===== src/rtl/imem_loader.sv =====
// imem_loader
//
// Boot-time loader for the instruction memory write port. A little-endian
// byte stream is packed into 32-bit words that are written to consecutive
// word addresses starting at BASE_ADDR. While idle (or in the one-cycle DONE
// state) the CPU store path is passed straight through to the imem port;
// while loading, the loader owns the port and stalls the CPU.
//
// Parameters
//   ADDR_W        imem byte-address width
//   BASE_ADDR     byte address of the first loaded word (bits [1:0] ignored)
//
// Ports
//   clk, rst_n          clock, asynchronous active-low reset
//   start, abort        begin a load (IDLE only) / cancel a load in progress
//   len_words           words to load, 0..4096, sampled on accepted start
//   byte_valid/ready    byte stream handshake, byte_data carries the byte
//   cpu_en/we/addr/din  CPU store request
//   cpu_stall           CPU store not accepted this cycle
//   imem_ena/wea/addra/dina  imem port A
//   busy                high in COLLECT or WRITE
//   done                one-cycle pulse on successful completion
//   words_written       words written by the current or last load
module imem_loader #(
    parameter int unsigned ADDR_W    = 14,
    parameter logic [31:0] BASE_ADDR = 32'h0
) (
    input  logic              clk,
    input  logic              rst_n,
    input  logic              start,
    input  logic              abort,
    input  logic [12:0]       len_words,
    input  logic              byte_valid,
    input  logic [7:0]        byte_data,
    output logic              byte_ready,
    input  logic              cpu_en,
    input  logic [3:0]        cpu_we,
    input  logic [ADDR_W-1:0] cpu_addr,
    input  logic [31:0]       cpu_din,
    output logic              cpu_stall,
    output logic              imem_ena,
    output logic [3:0]        imem_wea,
    output logic [ADDR_W-1:0] imem_addra,
    output logic [31:0]       imem_dina,
    output logic              busy,
    output logic              done,
    output logic [12:0]       words_written
);

    typedef enum logic [1:0] {
        S_IDLE,
        S_COLLECT,
        S_WRITE,
        S_DONE
    } state_t;

    // Word-aligned base, truncated to the address width so the write
    // address wraps silently modulo 2^ADDR_W.
    localparam logic [ADDR_W-1:0] BASE_AL = ADDR_W'(BASE_ADDR & 32'hFFFF_FFFC);

    state_t            state;
    state_t            state_nxt;
    logic [12:0]       len_q;
    logic [12:0]       words_q;
    logic [12:0]       words_inc;
    logic [1:0]        byte_idx;
    logic [31:0]       buf_q;
    logic              busy_q;
    logic [ADDR_W-1:0] wr_addr;

    assign words_inc     = words_q + 13'd1;
    assign wr_addr       = BASE_AL + ADDR_W'({words_q, 2'b00});
    assign busy          = busy_q;
    assign words_written = words_q;

    // Next state and port muxing. CPU passthrough is the default so IDLE and
    // DONE need no explicit assignments.
    always_comb begin
        state_nxt  = state;
        byte_ready = 1'b0;
        cpu_stall  = 1'b0;
        done       = 1'b0;
        imem_ena   = cpu_en;
        imem_wea   = cpu_we;
        imem_addra = cpu_addr;
        imem_dina  = cpu_din;
        case (state)
            S_IDLE: begin
                if (start) begin
                    state_nxt = (len_words == 13'd0) ? S_DONE : S_COLLECT;
                end
            end
            S_COLLECT: begin
                byte_ready = 1'b1;
                cpu_stall  = cpu_en;
                imem_ena   = 1'b0;
                imem_wea   = 4'h0;
                imem_addra = wr_addr;
                imem_dina  = buf_q;
                if (abort) begin
                    state_nxt = S_IDLE;
                end else if (byte_valid && byte_idx == 2'd3) begin
                    state_nxt = S_WRITE;
                end
            end
            S_WRITE: begin
                cpu_stall  = cpu_en;
                imem_ena   = 1'b1;
                imem_wea   = 4'hF;
                imem_addra = wr_addr;
                imem_dina  = buf_q;
                // An abort here still lets this cycle's write complete.
                if (abort) begin
                    state_nxt = S_IDLE;
                end else if (words_inc == len_q) begin
                    state_nxt = S_DONE;
                end else begin
                    state_nxt = S_COLLECT;
                end
            end
            S_DONE: begin
                done      = 1'b1;
                state_nxt = S_IDLE;
            end
            default: state_nxt = S_IDLE;
        endcase
    end

    always_ff @(posedge clk or negedge rst_n) begin
        if (!rst_n) begin
            state    <= S_IDLE;
            len_q    <= '0;
            words_q  <= '0;
            byte_idx <= '0;
            buf_q    <= '0;
            busy_q   <= 1'b0;
        end else begin
            state  <= state_nxt;
            busy_q <= (state_nxt == S_COLLECT) || (state_nxt == S_WRITE);
            case (state)
                S_IDLE: begin
                    if (start && len_words != 13'd0) begin
                        len_q    <= len_words;
                        words_q  <= '0;
                        byte_idx <= '0;
                        buf_q    <= '0;
                    end
                end
                S_COLLECT: begin
                    if (byte_valid) begin
                        buf_q[{byte_idx, 3'b000} +: 8] <= byte_data;
                        byte_idx                       <= byte_idx + 2'd1;
                    end
                end
                S_WRITE: words_q <= words_inc;
                default: ;
            endcase
        end
    end

endmodule


===== config.mk =====
export PLATFORM = sky130hd
export DESIGN_NAME = imem_loader
export DESIGN_NICKNAME = d
export VERILOG_FILES = /design/src/rtl/imem_loader.sv
export SDC_FILE = /design/constraint.sdc
export NUM_CORES = 1
export LEC_CHECK = 0
export CAP_MARGIN = 20
export CORE_MARGIN = 5
export CORE_UTILIZATION = 49
export DETAILED_ROUTE_END_ITERATION = 12
export MAX_ROUTING_LAYER = met4
export PLACE_DENSITY = 0.94
export SYNTH_ARGS = -nofsm -noshare
export SYNTH_HDL_FRONTEND = slang
export SYNTH_SLANG_ARGS = --single-unit

===== constraint.sdc =====
create_clock -name clk -period 4.2 [get_ports clk]
set_clock_uncertainty 0.05 [all_clocks]
set_input_delay 0.84 -clock clk [delete_from_list [all_inputs] [get_ports clk]]
set_output_delay 0.84 -clock clk [all_outputs]
set_load 0.01 [all_outputs]

==> summary.txt <==
Status
  – Status: finished, final reports clean

Synthesis
  – Syn nets: 509
  – Syn. warnings: 0
  – Syn_area_per_cell: between 9 and 10 µm²
  – Distinct cells, synth: 54
  – Area share of the largest cell type after synthesis: 0.3819
  – Post-Syn Instances: approximately 420
  – Top_reg_cell synth: dfrtp_1
  – Flops & latches, synth: 63
  – Post-synthesis async set-or-reset flop share: 1.000
  – Main area contributors after synthesis: dfrtp_1 38%, mux2_2 16%, nand2_1 5.5%, o21ai_0 4.8%, ha_1 3.0%
  – Post-Syn Area: 4128 µm²
  – Sequential element share of the synthesized area: 0.3819
  – Post-synth EDFFs: 0
  – Post-synth top area cell: dfrtp_1

Route
  – Drt via density: 5.694
  – Starting DRT DRC Count: ~320
  – Post-route ant nets: 0
  – Vias: 3,764
  – Drt first pass iters: 5
  – Drt wl/cell: approximately 18 µm
  – DRC Markers: 0
  – Detailed Route WL: ~12,000 µm

Power
  – Clock group share of total power: 0.137
  – Worst vdd ir: approximately 0.00028 V
  – Cell-internal power: approximately 0.0020 W
  – Comb pwr share: 0.604
  – Pwr per Cell Area: roughly 590 nW/µm²
  – Net switching power: approximately 0.0013 W
  – Reg power frac: 0.259
  – Lkg Pwr: about 2.3 nW
  – Switching Share: 0.3973

Worst setup path
  – Critical Path End Type: output port
  – Worst Path Max Fanout: 27
  – Slowest CP cell: ha_2
  – WS Path Type: reg -> out
  – Worst Path Required: around 3.3 ns
  – WP buf/inv: 3
  – Startpoint types: flip-flop
  – Crit path arrival time: roughly 2.7 ns
  – Worst path cell trace: inv_1 > ha_2 > buf_12 > mux2_2 > clkdlybuf4s50_1
  – Max stage delay on crit path: about 0.72 ns
  – Cell family with most CP delay: buffers and inverters

Global route
  – Grt ovf: 0
  – Global Route Usage Sum: 0.2464
  – First-pass GRT wire length: just under 20,000 µm
  – Vias in the first global route: between 3,000 and 4,000
  – Largest net degree at the start of global routing: 40
  – Initial antenna violation count: 0

Place
  – Post-placement cell count: roughly 650
  – Routability congestion estimate: 0.8437
  – HPWL after detailed placement: between 9000 and 10,000 µm
  – Port-buffer cells: approximately 140

Floorplanning
  – Full die area: 10,360 µm²
  – Placeable Area: 8217 µm²
  – Site Rows: 33
  – Die H: 101.8 µm
  – Die X: about 100 µm
  – Initial core utilization: 0.5024
  – IO Count: 145

Timing
  – Tcrit/Tclk final: 0.8562
  – Worst slew pin tran: about 0.88 ns
  – Minimum clock period: roughly 3.6 ns
  – Final setup viols: 0
  – TNS Setup: 0 ns
  – Final-report max-slew violation count: 0
  – Fmax: between 0.2 and 0.3 GHz
  – Slew headroom: 0.4100
  – RSZ-0062 raised after global routing: no
  – Final hold vios: 0

Layout
  – Most common cell after layout, fill and taps aside: clkdlybuf4s50_1
  – Final net count: 639
  – Layout cells sized above 1: 0.1888
  – Non-Filler Instances: 661
  – ANT cells: 0
  – Syn-to-layout area delta: 38.59%
  – Most frequent cells in the layout: 143 x clkdlybuf4s50_1, 63 x dfrtp_1, 60 x nand2_1

Clocking
  – Worst skew pair latency: between 0.3 and 0.4 ns
  – CTS tree: done
  – Cts hold-fix bufs: 0
  – Clock root buffer: clkbuf_8
  – Clock sink total: 63
  – Clock Tree Buf Depth: 2
  – Clock slew at reported path FFs: approximately 0.070 ns
  – H-tree depth: 3
  – Post_cts resized: 0
  – Post-CTS Setup Bufs: 0
  – CTS Buf Count: 9

Job
  – # Max-Cap Violations: 0

Hold path
  – Hold WC Path Type: reg -> reg
## metrics by stage
stage	instance area [µm²]	hold WS, ns	total power, W	setup slack [ns]	util
4_1_cts	5720	0.4399	0.003367	0.6058	0.6962
2_1_floorplan	4128	0.3944	0.002085	1.609	-
6_report	5720	0.4383	0.003362	0.6041	0.6962
3_5_place_dp	5557	0.4217	0.002906	0.9756	0.6763
5_1_grt	5720	0.4651	0.003576	0.4760	0.6962
3_3_place_gp	5557	0.4145	0.002809	1.083	0.6763
## power groups by stage
stage | clock network (W) | registers, W | logic (W)
2_1_floorplan | 0 | 0.000836 | 0.00125
3_3_place_gp | 0 | 0.000870 | 0.00194
3_5_place_dp | 0 | 0.000880 | 0.00203
4_1_cts | 0.000462 | 0.000868 | 0.00204
5_1_grt | 0.000498 | 0.000888 | 0.00219
6_report | 0.000461 | 0.000870 | 0.00203
## registers in the layout, indices dropped and copies added (netlist names)
register       cells
buf_q             32
len_q             13
words_written     13
byte_idx           2
state              2
busy               1
## path summary, 6_finish.rpt
path / from / to / slack (ns) / cells past startpoint
max: state[1]$_DFF_PN0_ / imem_dina[27] / 0.60 / 5
min: buf_q[30]$_DFFE_PN0P_ / buf_q[30]$_DFFE_PN0P_ / 0.44 / 2
max reg2reg: state[1]$_DFF_PN0_ / buf_q[6]$_DFFE_PN0P_ / 1.81 / 6
min reg2reg: buf_q[30]$_DFFE_PN0P_ / buf_q[30]$_DFFE_PN0P_ / 0.44 / 2
max in group asynchronous: rst_n / buf_q[29]$_DFFE_PN0P_ / 2.67 / 2
min in group asynchronous: rst_n / len_q[3]$_DFFE_PN0P_ / 0.56 / 1
## metal layers
metal | GRT usage | wire [µm]
met4 | 0.08896 | 333
met1 | 0.3049 | 4651
met2 | 0.3984 | 6176
met5 | - | 0
met3 | 0.05165 | 857
## layout make-up
type,count,area (µm²)
clock buffer,11,141.4
clock inverter,4,22.52
fill,577,2496
inverter,23,86.33
multi-input combinational,309,2298
sequential,63,1577
tap,105,131.4
timing repair buffer,146,1464
## worst min-delay path, cell delays in order, from the launching register on
cell and delay (ns):
dfrtp_1 0.35, nand2_1 0.05, o21ai_1 0.06
## logic make-up after synthesis
kind of cell    after synthesis  share of synthesized area
buf+inv                      50                    0.06183
flops                        63                     0.3819
xor+xnor                     17                    0.03789
mux                          57                     0.1555
simple gates                133                     0.1782
compound gates               92                     0.1543
fa+ha+maj                    10                    0.03031
## cells in the mapped netlist, types with 2 or more instances
| library cell | count |
|---|---|
| or2_2 | 2 |
| dfrtp_1 | 63 |
| nor4_4 | 3 |
| ha_1 | 10 |
| xor2_1 | 6 |
| buf_2 | 5 |
| and2_1 | 2 |
| and4_1 | 5 |
| nor2_1 | 7 |
| buf_1 | 4 |
| mux2_2 | 57 |
| o211ai_1 | 2 |
| nand2_1 | 60 |
| nor3_1 | 5 |
| inv_1 | 23 |
| o21ai_1 | 9 |
| a31oi_1 | 6 |
| o31ai_1 | 3 |
| nand3_1 | 19 |
| and3_1 | 4 |
| o21ai_2 | 12 |
| nor3b_1 | 2 |
| nor2b_1 | 5 |
| a22o_1 | 5 |
| a211o_1 | 2 |
| nand3_2 | 2 |
| buf_6 | 5 |
| a21o_1 | 3 |
| o21ai_0 | 40 |
| clkbuf_1 | 6 |
| xnor2_1 | 10 |
| nand4_1 | 3 |
| nand2b_1 | 6 |
| buf_4 | 6 |
Note: power is estimated with default switching activity, not from simulation.
